<file path="src/rtl/multicycle_controller.sv">
// multicycle_controller
//
// Multi-cycle control sequencer for the R4 RV32I core. It steps each
// instruction through FETCH/DECODE/EXEC/MEM/WB and shares a single memory port
// between instruction fetch and load/store data access. This block decides
// only *when* the PC/IR/MDR/register-file enables fire. The combinational
// decoder still selects the ALU operation and the operands.
//
// Parameters
//   TIMEOUT        : maximum number of cycles to wait for mem_ready in FETCH or
//                    MEM. 0 disables the timeout.
//
// Ports
//   clk            : clock; all state updates on the rising edge
//   reset          : synchronous, active-high
//   instr[31:0]    : current IR contents; only instr[6:0] is used
//   branch_taken   : ALU compare result, valid in EXEC
//   mem_ready      : memory completes the current request this cycle
//   mem_req        : memory request
//   mem_we         : write strobe, qualified by mem_req
//   mem_addr_sel   : 0 = PC, 1 = ALU result
//   ir_load        : capture memory read data into IR
//   mdr_load       : capture memory read data into MDR
//   pc_write       : update PC
//   pc_src         : 0 = PC+4, 1 = branch target
//   reg_write      : register-file write enable
//   mem_to_reg     : writeback source; 1 = MDR, 0 = ALU
//   retire         : one-cycle pulse per completed instruction
//   fault          : sticky; illegal opcode or timeout
//   fault_timeout  : sticky; the fault came from a timeout
//   state[2:0]     : FETCH=0 DECODE=1 EXEC=2 MEM=3 WB=4 FAULT=5
//   instret[31:0]  : retired-instruction count
//
// Build option
//   MULTICYCLE_CTRL_PERF_EN : when defined, instret counts retire pulses and
//                             wraps at 2^32. Otherwise instret is tied to 0
//                             and no counter register is built.

module multicycle_controller #(
    parameter int TIMEOUT = 255
) (
    input  logic        clk,
    input  logic        reset,
    input  logic [31:0] instr,
    input  logic        branch_taken,
    input  logic        mem_ready,
    output logic        mem_req,
    output logic        mem_we,
    output logic        mem_addr_sel,
    output logic        ir_load,
    output logic        mdr_load,
    output logic        pc_write,
    output logic        pc_src,
    output logic        reg_write,
    output logic        mem_to_reg,
    output logic        retire,
    output logic        fault,
    output logic        fault_timeout,
    output logic [2:0]  state,
    output logic [31:0] instret
);

    typedef enum logic [2:0] {
        S_FETCH  = 3'd0,
        S_DECODE = 3'd1,
        S_EXEC   = 3'd2,
        S_MEM    = 3'd3,
        S_WB     = 3'd4,
        S_FAULT  = 3'd5
    } state_t;

    localparam logic [6:0] OP_LW   = 7'b0000011;
    localparam logic [6:0] OP_SW   = 7'b0100011;
    localparam logic [6:0] OP_ADDI = 7'b0010011;
    localparam logic [6:0] OP_R    = 7'b0110011;
    localparam logic [6:0] OP_B    = 7'b1100011;

    // Wait counter is at least 8 bits and wide enough to hold TIMEOUT.
    localparam int CNT_W = ($clog2(TIMEOUT + 1) > 8) ? $clog2(TIMEOUT + 1) : 8;
    // Value of the counter during the wait cycle that brings it to TIMEOUT.
    localparam logic [CNT_W-1:0] CNT_LAST = (TIMEOUT == 0) ? '0 : CNT_W'(TIMEOUT - 1);

    state_t           cur_state;
    state_t           nxt_state;
    logic [CNT_W-1:0] wait_cnt;
    logic             wait_expired;
    logic             to_timeout;

    logic [6:0] opcode;
    logic       is_lw;
    logic       is_sw;
    logic       is_b;
    logic       is_legal;
    logic       unused_instr;

    assign opcode       = instr[6:0];
    assign unused_instr = ^instr[31:7];
    assign is_lw        = (opcode == OP_LW);
    assign is_sw        = (opcode == OP_SW);
    assign is_b         = (opcode == OP_B);
    assign is_legal     = is_lw || is_sw || is_b || (opcode == OP_ADDI) || (opcode == OP_R);

    // Asserted in the wait cycle that makes the count reach TIMEOUT. A
    // mem_ready in that same cycle still completes the request.
    assign wait_expired = (TIMEOUT != 0) && (wait_cnt == CNT_LAST);

    assign state = cur_state;
    assign fault = (cur_state == S_FAULT);

    always_ff @(posedge clk) begin
        if (reset) begin
            cur_state     <= S_FETCH;
            wait_cnt      <= '0;
            fault_timeout <= 1'b0;
        end else begin
            cur_state <= nxt_state;
            // Every entry into FETCH or MEM is a state change, so clearing on
            // any change gives each memory request a fresh count.
            if (nxt_state != cur_state) begin
                wait_cnt <= '0;
            end else if (mem_req && !mem_ready) begin
                wait_cnt <= wait_cnt + 1'b1;
            end
            if (to_timeout) begin
                fault_timeout <= 1'b1;
            end
        end
    end

    always_comb begin
        nxt_state    = cur_state;
        mem_req      = 1'b0;
        mem_we       = 1'b0;
        mem_addr_sel = 1'b0;
        ir_load      = 1'b0;
        mdr_load     = 1'b0;
        pc_write     = 1'b0;
        pc_src       = 1'b0;
        reg_write    = 1'b0;
        mem_to_reg   = 1'b0;
        retire       = 1'b0;
        to_timeout   = 1'b0;

        case (cur_state)
            S_FETCH: begin
                mem_req = 1'b1;
                if (mem_ready) begin
                    ir_load   = 1'b1;
                    nxt_state = S_DECODE;
                end else if (wait_expired) begin
                    to_timeout = 1'b1;
                    nxt_state  = S_FAULT;
                end
            end
            S_DECODE: begin
                nxt_state = is_legal ? S_EXEC : S_FAULT;
            end
            S_EXEC: begin
                if (is_b) begin
                    pc_write  = 1'b1;
                    pc_src    = branch_taken;
                    retire    = 1'b1;
                    nxt_state = S_FETCH;
                end else if (is_lw || is_sw) begin
                    nxt_state = S_MEM;
                end else begin
                    nxt_state = S_WB;
                end
            end
            S_MEM: begin
                mem_req      = 1'b1;
                mem_addr_sel = 1'b1;
                mem_we       = is_sw;
                if (mem_ready) begin
                    if (is_sw) begin
                        pc_write  = 1'b1;
                        retire    = 1'b1;
                        nxt_state = S_FETCH;
                    end else begin
                        mdr_load  = 1'b1;
                        nxt_state = S_WB;
                    end
                end else if (wait_expired) begin
                    to_timeout = 1'b1;
                    nxt_state  = S_FAULT;
                end
            end
            S_WB: begin
                reg_write  = 1'b1;
                mem_to_reg = is_lw;
                pc_write   = 1'b1;
                retire     = 1'b1;
                nxt_state  = S_FETCH;
            end
            S_FAULT: begin
                nxt_state = S_FAULT;
            end
            default: begin
                nxt_state = S_FAULT;
            end
        endcase
    end

`ifdef MULTICYCLE_CTRL_PERF_EN
    logic [31:0] instret_q;

    always_ff @(posedge clk) begin
        if (reset) begin
            instret_q <= '0;
        end else if (retire) begin
            instret_q <= instret_q + 32'd1;
        end
    end

    assign instret = instret_q;
`else
    assign instret = '0;
`endif

endmodule

</file>
<file path="config.mk">
export PLATFORM = sky130hd
export DESIGN_NAME = multicycle_controller
export DESIGN_NICKNAME = d
export VERILOG_FILES = /design/src/rtl/multicycle_controller.sv
export SDC_FILE = /design/constraint.sdc
export NUM_CORES = 1
export LEC_CHECK = 0
export CORE_UTILIZATION = 34
export DETAILED_ROUTE_END_ITERATION = 6
export GPL_TIMING_DRIVEN = 0
export PLACE_DENSITY = 0.86
export RECOVER_POWER = 100
export SETUP_SLACK_MARGIN = 0.2
export SLEW_MARGIN = 20
export SYNTH_ARGS = -nofsm -noshare
export SYNTH_HDL_FRONTEND = slang
export SYNTH_SLANG_ARGS = --single-unit
</file>
<file path="constraint.sdc">
create_clock -name clk -period 2.6 [get_ports clk]
set_input_delay 0.65 -clock clk [delete_from_list [all_inputs] [get_ports clk]]
set_output_delay 0.65 -clock clk [all_outputs]
set_load 0.02 [all_outputs]
</file>
==> flow_metrics.py, run 1 <==
metrics = {
    "drt": {
        "drtIter0Drc": 29,
        "num_vias": 1102,
        "wl_um": 2620,
        "drc_errors": 0,
        "ant_nets": 0,
        "wire_per_inst_um": 10.6,
        "vias_per_cell": 4.44,
        "dr.pass1.iters": 4,
    },
    "synthesis": {
        "seq_area_frac_synth": 0.213,
        "synth_cell_types": 48,
        "ys.flop_type": "dfxtp_1",
        "synth_area_leaders": "buf_4 23%, dfxtp_1 21%, nor4_1 3.9%, xor2_1 3.9%, o21ai_0 3.1%",
        "synth_top_family_by_area": "simple AND/OR/NAND/NOR gates",
        "yosysTopAreaCellShare": 0.227,
        "synth_seq_cells": 12,
        "yosys.area.top_type": "buf_4",
        "synth_compound_area_frac": 0.138,
        "synthAdderAreaFrac": 0.0222,
        "netlist_area_sq_mm": 0.00113,
        "synth_edf_count": 0,
        "postSynthAreaPerCell_sq_um": 8.16,
        "yosys.area_share.simple": 0.291,
        "synth_xor_area_frac": 0.0467,
        "synthMuxAreaShare": 0.0211,
        "postSynthCellCount": 138,
        "yosys_warnings": 0,
        "async_reset_ff_frac": 0,
    },
    "worst_hold_path": {
        "holdPathStages": 2,
        "holdPathEnd": "fault_timeout$_SDFFE_PP0P_",
        "hold_path.class": "flip-flop to flip-flop",
        "min-delay-start": "fault_timeout$_SDFFE_PP0P_",
    },
    "worst_setup_path": {
        "worstPathRequired_ps": 1950,
        "cp_slowest_stage_delay_ps": 390,
        "cp_slowest_cell": "dlygate4sd2_1",
        "cp.arrival_ps": 1760,
        "path_class": "input pin to output pin",
        "start_kind": "input pin",
        "path_max_fanout": 7,
        "rrSetupSlack_ps": 400,
        "end_kind": "output pin",
        "reg2reg_to": "wait_cnt[5]$_SDFFE_PP0P_",
        "path_cells": "dlygate4sd2_1 > mux2i_1 > nand2_1 > o21ai_2 > clkbuf_1",
        "reg2reg_from": "wait_cnt[3]$_SDFFE_PP0P_",
        "rr_worst_depth": 5,
    },
    "sta": {
        "setup_viol": 0,
        "relSlewSlack": 0.637,
        "rsz0062_at_grt": "true",
        "slew_viol_final": 0,
        "post-route-min-period_ps": 2410,
        "holdWs_ps": 480,
        "fin_setup_tns_ps": 0,
        "final.period_utilization": 0.926,
        "max_slew.worst_pin.slew_ps": 533,
        "skew_ps": 3.07,
        "max_freq_mhz": 415,
        "hold_viol_final": 0,
    },
    "grt": {
        "antenna_found_initial": 0,
        "use_met1": 0.174,
        "overflow": 0,
        "use_met2": 0.225,
        "grt_pass1_wl_um": 3770,
        "busiest_layer": "met2",
        "grt_pass1_vias": 853,
        "grt_max_degree": 11,
        "track_usage": 0.139,
        "use_met3": 0.0590,
    },
    "floorplanning": {
        "start_util": 0.363,
        "core_area_sq_mm": 0.00310,
        "die_area_sq_mm": 0.00355,
        "ios": 83,
        "fp.dieH_um": 59.6,
        "fp.dieW_um": 59.6,
        "rows": 20,
    },
    "power": {
        "power_frac_seq": 0.348,
        "p_clk_frac": 0.264,
        "power_density_mw_per_mm2": 348,
        "swShare": 0.345,
        "p_leak_nw": 0.753,
        "p_int_w": 0.000365,
        "worst_ir_drop_vdd_mv": 0.200,
        "p_sw_w": 0.000193,
        "p_comb_frac": 0.388,
    },
    "clock_tree": {
        "max-clock-path-buffers": 2,
        "cts_tree": "yes",
        "cts.reportedPaths.clkPinSlew_ps": 70,
        "cts-root-buf": "clkbuf_4",
        "cts_made_buffers": 3,
        "htreeDepth": 1,
        "worstSkewPairLatency_ps": 270,
        "cts_sinks": 12,
    },
    "finish": {
        "drive_above_1_share": 0.304,
        "nets": 243,
        "diodes": 0,
        "finish.instance_area_sq_mm": 0.00161,
        "nFillCells": 324,
        "area_delta_synth_final_pct": 42.6,
    },
    "outcome": {
        "status": "complete, no violations",
    },
    "placement": {
        "dpl.hpwl_um": 1870,
        "placedInstanceArea_sq_mm": 0.00155,
        "gp_congestion": 0.774,
        "io_buffers": 25,
    },
    "flow_run": {
        "cap_viol_max_count": 0,
    },
}
placed cells by master, fill, tap and decap left out, types with 3 or more instances in the layout:
master,netlist,routed
a21oi_1,6,6
buf_4,34,39
buf_6,1,3
clkbuf_1,0,9
clkbuf_4,1,3
conb_1,1,32
dfxtp_1,12,10
dlygate4sd2_1,0,10
dlygate4sd3_1,0,5
inv_1,4,4
nand2_1,7,7
nand4_1,3,4
nor2_1,7,5
nor3_1,4,4
nor4_1,7,7
o21ai_0,7,6
xor2_1,5,5
state kept, by name, indices dropped and copies added, names as in the netlist:
name	count
fault_timeout	1
state	3
wait_cnt	8
cells by family after synthesis:
kind of cell | count (synthesis)
AOI/OAI and AO/OA | 23
xor gates and xnor gates | 6
adders and majority gates | 2
buffers and inverters | 41
DFF | 12
muxes | 2
other | 1
and+or+nand+nor | 51
through the flow:
step | total power [W] | instances | util | setup WS [ps]
after CTS | 0.000551 | 244 | 0.515 | 205
final | 0.000558 | 248 | 0.517 | 193
after global routing | 0.000584 | 248 | 0.517 | 94.4
after detailed placement | 0.000405 | 238 | 0.499 | -652
after global placement | 0.000403 | 238 | 0.499 | -611
after floorplan | 0.000351 | 169 | - | 212
critical path: cells and delay by family:
family	cells	cell delay, ps
simple gates	1	90
buf+inv	2	650
compound gates	1	150
mux	1	230
worst max path at each step:
stage	startpoint	end	slack, ps
floorplan	instr[2]	retire	210
global placement	instr[2]	retire	-610
detailed placement	instr[2]	retire	-650
CTS	state[2]$_SDFF_PP0_	mem_to_reg	210
global route	instr[3]	wait_cnt[7]$_SDFFE_PP0P_	90
finish	instr[6]	pc_write	190
per-layer routing:
metal	up-vias	part of all wire
met5	-	0
met4	0	0.0053
met3	4	0.086
met2	40	0.46
met1	493	0.44
li1	565	-
cells in the mapped netlist, types with 2 or more instances:
master / n
nand2_1: 7
nand3_1: 2
ha_1: 2
nor2b_1: 2
nor4_1: 7
o21ai_0: 7
dfxtp_1: 12
or3_1: 2
xor2_1: 5
inv_1: 4
nand4_1: 3
a21oi_1: 6
buf_4: 34
nand2b_1: 2
nor3_1: 4
nor2_1: 7
layout make-up:
class | count | area [sq um] | share of cell area
well taps | 44 | 55.1 | 0.0343
inverters | 4 | 15.0 | 0.00935
repair buffers | 31 | 231 | 0.144
clock buffers | 4 | 36.3 | 0.0226
multi-input cells | 116 | 738 | 0.460
plain buffers | 37 | 287 | 0.178
flip-flops and latches | 12 | 243 | 0.151
what timing repair did:
| action | 4_1_cts | 5_1_grt |
|---|---|---|
| endpoints found under the setup margin | 16 | 8 |
| hold buffers | 0 | 0 |
| setup buffers | 2 | 4 |
| hold endpoints to repair | 0 | 0 |
| pin swaps | 3 | 1 |
| gates resized for setup | 47 | 10 |
power by group through the flow:
stage	sequential, W	clock (W)	combinational [W]
finish	0.000194	0.000147	0.000217
global route	0.000195	0.000158	0.000231
CTS	0.000193	0.000150	0.000208
detailed placement	0.000197	0	0.000207
global placement	0.000197	0	0.000206
floorplan	0.000199	0	0.000152
(Power assumes the default switching activity.)
==> run 2: changes to the inputs <==
CTS_CLUSTER_DIAMETER = 40   (was default)
PLACE_DENSITY = 0.77   (was 0.86)
==> run 2 against run 1 <==
Hold slack gained 5.3 ps. Global-route usage grew 0.41 points. Die area is the same. Design area grew 1.3%. First-iteration DRC count shrank 14%. Sequential share of layout area shrank 0.27 points. Via count shrank 0.54%.
==> flow_metrics.py, run 2 (synthesis gave the netlist of run 1 again) <==
metrics = {
    "sta": {
        "setup_viol": 0,
        "skew_ps": 4.15,
        "post-route-min-period_ps": 2420,
        "setup_ws_ps": 178,
        "hold_viol_final": 0,
        "max_freq_mhz": 413,
        "final.period_utilization": 0.932,
        "holdWs_ps": 486,
        "max_slew.worst_pin.slew_ps": 711,
        "fin_setup_tns_ps": 0,
        "slew_viol_final": 0,
        "rsz0062_at_grt": "true",
        "relSlewSlack": 0.512,
    },
    "finish": {
        "layout_commonest_cell": "buf_4",
        "layout_common_cells": "40 x buf_4, 32 x conb_1, 11 x dfxtp_1, 8 x dlygate4sd2_1, 7 x nor4_1",
        "finalNonFillerCells": 249,
        "nFillCells": 332,
        "area_delta_synth_final_pct": 44.4,
        "drive_above_1_share": 0.312,
        "nets": 244,
        "largest_reg_flops": 8,
        "diodes": 0,
        "top_register": "wait_cnt",
    },
    "placement": {
        "place_inst": 238,
        "io_buffers": 25,
        "dp_slack_ps": -644,
        "dpl.hpwl_um": 1880,
        "gp_congestion": 0.780,
    },
    "clock_tree": {
        "cts.reportedPaths.clkPinSlew_ps": 80,
        "cts-hold-fix-buffers": 0,
        "max-clock-path-buffers": 2,
        "cts_tree": "yes",
        "htreeDepth": 1,
        "cts_sinks": 12,
        "cts-root-buf": "clkbuf_4",
        "cts_made_buffers": 3,
        "worstSkewPairLatency_ps": 280,
    },
    "grt": {
        "track_usage": 0.143,
        "grt_max_degree": 11,
        "grt_pass1_wl_um": 3900,
        "antenna_found_initial": 0,
        "overflow": 0,
        "grt_pass1_vias": 917,
    },
    "floorplanning": {
        "fp.dieH_um": 59.6,
        "core_area_sq_mm": 0.00310,
        "die_area_sq_mm": 0.00355,
        "rows": 20,
        "start_util": 0.363,
        "fp.dieW_um": 59.6,
        "ios": 83,
    },
    "power": {
        "power_density_mw_per_mm2": 343,
        "worst_ir_drop_vdd_mv": 0.238,
        "p_leak_nw": 0.781,
    },
    "drt": {
        "vias_per_cell": 4.40,
        "ant_nets": 0,
        "drtIter0Drc": 25,
        "wl_um": 2580,
        "dr.pass1.iters": 4,
        "wire_per_inst_um": 10.4,
        "num_vias": 1096,
        "drc_errors": 0,
    },
    "worst_setup_path": {
        "crit_end": "retire",
        "path_max_fanout": 7,
        "cp.arrival_ps": 1770,
        "worstPathRequired_ps": 1950,
        "rrSetupSlack_ps": 360,
        "reg2reg_to": "wait_cnt[7]$_SDFFE_PP0P_",
        "startpoint": "instr[6]",
        "reg2reg_from": "wait_cnt[3]$_SDFFE_PP0P_",
        "path_class": "input pin to output pin",
        "start_kind": "input pin",
        "rr_worst_depth": 5,
        "end_kind": "output pin",
    },
    "flow_run": {
        "cap_viol_max_count": 0,
    },
    "worst_hold_path": {
        "min-delay-start": "fault_timeout$_SDFFE_PP0P_",
        "hold_path.class": "flip-flop to flip-flop",
    },
    "outcome": {
        "status": "complete, no violations",
    },
}
## run 2: what timing repair did
| action | in CTS | in global routing |
|---|---|---|
| resized for setup | 45 | 12 |
| setup buffers | 4 | 3 |
| pin swaps | 4 | 4 |
| endpoints found under the setup margin | 16 | 9 |
## run 2: power by group
| group | internal (W) | switching (W) | leakage, nW |
|---|---|---|---|
| Combinational | 0.0000922 | 0.000122 | 0.663 |
| Clock | 0.0000852 | 0.0000657 | 0.0210 |
| Sequential | 0.000188 | 0.00000482 | 0.0974 |
## run 2: critical path, cell delays in order
cell and delay [ps]:
clkdlybuf4s25_1 400, mux2i_1 250, nand2_2 80, o21ai_2 130, clkbuf_4 150, buf_6 100
## run 2: routing by layer
metal / up-vias / global-route usage / routed length [um]
li1: 559 / - / -
met1: 496 / 0.174 / 1070
met2: 41 / 0.246 / 1290
met3: 0 / 0.0590 / 220
met4: 0 / 0.00997 / 0
met5: - / 0 / 0
## run 2: cell type report
type                            instances  area [sq um]  area share
Tap cell                               44          55.1      0.0338
Sequential cell                        12           241       0.148
Buffer                                 37           289       0.178
Clock buffer                            4          36.3      0.0223
Multi-Input combinational cell        116           728       0.448
Inverter                                4          15.0     0.00923
Timing Repair Buffer                   32           262       0.161
## run 2: per-stage QoR
step	util	instance area, sq um	power (W)
floorplan	-	1240	0.000351
global placement	0.499	1550	0.000404
detailed placement	0.499	1550	0.000406
CTS	0.525	1630	0.000557
global route	0.524	1630	0.000592
finish	0.524	1630	0.000558
## run 2: how the worst min path moves through the flow
stage,to,cells after the start
3_5_place_dp,fault_timeout$_SDFFE_PP0P_,2
4_1_cts,fault_timeout$_SDFFE_PP0P_,2
5_1_grt,fault_timeout$_SDFFE_PP0P_,2
6_report,fault_timeout$_SDFFE_PP0P_,2
2_1_floorplan,wait_cnt[7]$_SDFFE_PP0P_,2
3_3_place_gp,fault_timeout$_SDFFE_PP0P_,2
==> run 3: changes to the inputs <==
ABC_AREA = 1   (was default)
MAX_ROUTING_LAYER = met4   (was default)
clock period = 2.4 ns   (was 2.6 ns; I/O delays follow)
==> run 3 against run 2 <==
Synthesized cell count rose by 23%. Global-route usage shrank 1.5 points. Hold slack lost 23 ps. Combinational power is 46% higher. Utilization is 1.5 points lower. Clock skew decreased by 1.7 ps. Worst setup slack gained 13 ps. Via count shrank 3.3%.
==> flow_metrics.py, run 3 <==
metrics = {
    "clock_tree": {
        "htreeDepth": 1,
        "cts_made_buffers": 3,
        "cts-root-buf": "clkbuf_4",
        "worstSkewPairLatency_ps": 280,
        "cts_sinks": 12,
        "cts_tree": "yes",
        "cts.reportedPaths.clkPinSlew_ps": 70,
        "max-clock-path-buffers": 2,
    },
    "synthesis": {
        "netlist_area_sq_mm": 0.00112,
        "postSynthAreaPerCell_sq_um": 6.59,
        "synth_area_leaders": "buf_4 22%, dfxtp_1 21%, nand2_1 10%, nor2_1 9.1%, inv_1 7.7%",
        "synth_cell_types": 25,
        "yosys_warnings": 0,
        "synth_edf_count": 0,
        "postSynthCellCount": 170,
        "synth_seq_cells": 12,
        "yosysTopAreaCellShare": 0.221,
        "async_reset_ff_frac": 0,
        "synth_common_cells": "33 x buf_4, 31 x nand2_1, 27 x nor2_1, 23 x inv_1, 12 x dfxtp_1",
        "synth_most_common_cell": "buf_4",
        "ys.flop_type": "dfxtp_1",
        "seq_area_frac_synth": 0.215,
        "yosys.area.top_type": "buf_4",
    },
    "placement": {
        "place_inst": 270,
        "gp_congestion": 0.802,
        "placedInstanceArea_sq_mm": 0.00155,
        "dp_slack_ps": -660,
        "dpl.hpwl_um": 1780,
        "io_buffers": 25,
    },
    "worst_setup_path": {
        "path_max_fanout": 2,
        "path_class": "input pin to output pin",
        "start_kind": "input pin",
        "end_kind": "output pin",
        "reg2reg_from": "state[2]$_SDFF_PP0_",
        "rr_worst_depth": 10,
        "worstPathRequired_ps": 1800,
        "startpoint": "instr[3]",
        "cp.arrival_ps": 1610,
    },
    "floorplanning": {
        "rows": 20,
        "ios": 83,
        "start_util": 0.364,
        "fp.dieH_um": 59.4,
        "fp.dieW_um": 59.4,
        "core_area_sq_mm": 0.00308,
        "die_area_sq_mm": 0.00353,
    },
    "worst_hold_path": {
        "holdPathStages": 2,
        "min-delay-start": "fault_timeout$_SDFFE_PP0P_",
        "hold_path.class": "flip-flop to flip-flop",
    },
    "finish": {
        "nets": 272,
        "drive_above_1_share": 0.293,
        "top_register": "wait_cnt",
        "finalNonFillerCells": 276,
        "fin_util": 0.509,
        "largest_reg_flops": 8,
        "diodes": 0,
        "layout_commonest_cell": "buf_4",
        "layout_common_cells": "36 x buf_4, 32 x conb_1, 28 x nand2_1, 25 x nor2_1, 22 x inv_1",
        "area_delta_synth_final_pct": 40.0,
        "finish.instance_area_sq_mm": 0.00157,
    },
    "drt": {
        "vias_per_cell": 3.84,
        "ant_nets": 0,
        "num_vias": 1060,
        "dr.pass1.iters": 4,
        "wire_per_inst_um": 8.06,
        "wl_um": 2230,
        "drc_errors": 0,
        "drtIter0Drc": 21,
    },
    "sta": {
        "max_freq_mhz": 453,
        "setup_ws_ps": 191,
        "holdWs_ps": 462,
        "slew_viol_final": 0,
        "post-route-min-period_ps": 2210,
        "skew_ps": 2.45,
        "rsz0062_at_grt": "false",
        "hold_viol_final": 0,
        "final.period_utilization": 0.921,
        "setup_viol": 0,
    },
    "grt": {
        "overflow": 0,
        "grt_pass1_wl_um": 3330,
        "grt_max_degree": 9,
        "antenna_found_initial": 0,
        "grt_pass1_vias": 880,
        "track_usage": 0.128,
    },
    "power": {
        "p_int_w": 0.000389,
        "p_sw_w": 0.000269,
        "swShare": 0.409,
        "power_frac_seq": 0.338,
        "p_clk_frac": 0.186,
        "worst_ir_drop_vdd_mv": 0.325,
        "power_density_mw_per_mm2": 419,
        "p_comb_frac": 0.476,
        "p_leak_nw": 0.859,
    },
    "outcome": {
        "status": "complete, no violations",
    },
    "flow_run": {
        "cap_viol_max_count": 0,
    },
}
[run 3: cell count changes in the layout (fill, tap and decap cells not counted), moves of 5 or more]
cell,change
inv_1,+18
nand2_1,+22
nor2_1,+19
nor4_1,-7
nand2_2,+5
nand3_1,+6
[run 3: power groups by stage]
stage | clock [W] | combinational (W) | sequential, W
2_1_floorplan | 0 | 0.000239 | 0.000233
3_3_place_gp | 0 | 0.000332 | 0.000227
3_5_place_dp | 0 | 0.000336 | 0.000227
4_1_cts | 0.000127 | 0.000330 | 0.000223
5_1_grt | 0.000131 | 0.000345 | 0.000224
6_report | 0.000123 | 0.000313 | 0.000222
[run 3: final cells by class]
| class | instances | area (sq um) |
|---|---|---|
| multi-input combinational | 132 | 664 |
| fill | 330 | 1510 |
| clock buffer | 3 | 22.5 |
| sequential | 12 | 243 |
| tap | 44 | 55.1 |
| buffer | 33 | 251 |
| timing repair buffer | 28 | 241 |
| inverter | 24 | 90.1 |
[run 3: final timing paths]
path / slack, ps / to
worst max-delay path: 190 / retire
worst min-delay path: 460 / fault_timeout$_SDFFE_PP0P_
worst max register to register: 420 / wait_cnt[0]$_SDFFE_PP0P_
worst min register to register: 460 / fault_timeout$_SDFFE_PP0P_
[run 3: per-layer routing]
metal / vias up / share of wire / track usage
met5: - / 0 / -
met3: 5 / 0.053 / 0.0153
met2: 33 / 0.51 / 0.239
met4: 0 / 0.014 / 0.0510
li1: 580 / - / -
met1: 442 / 0.42 / 0.133
[run 3: cells by family (layout without fill, tap and decap cells)]
| logic type | Yosys count | in the layout | share of synthesized area |
|---|---|---|---|
| buffers and inverters | 57 | 88 | 0.302 |
| flip-flops | 12 | 12 | 0.215 |
| XOR/XNOR | 7 | 7 | 0.0547 |
| other | 1 | 32 | 0.00335 |
| adder cells (fa/ha/maj) | 2 | 2 | 0.0223 |
| AND/OR/NAND/NOR | 82 | 82 | 0.356 |
| AO/OA/AOI/OAI | 9 | 9 | 0.0469 |
[run 3: critical path, cell delays in order]
cell and delay, ps:
clkdlybuf4s15_1 180, inv_1 60, nand2_2 50, nor2_1 190, nand2_2 100, nor2_4 100
nand2_2 60, nand3_2 70, buf_6 90, buf_6 100
[run 3: through the flow]
stage	setup TNS, ps	total power, W
after floorplan	0	0.000471
after global placement	-2950	0.000560
after detailed placement	-2990	0.000563
after CTS	0	0.000681
after global routing	0	0.000700
final	0	0.000657
[run 3: what timing repair did]
action                                 in CTS  in global routing
cloned                                      0                  0
endpoints found under the hold margin       0                  0
hold buffers                                0                  0
setup buffers                               3                  0
resized for setup                          54                  7
pin swaps                                   5                  5
setup endpoints to repair                  11                  5
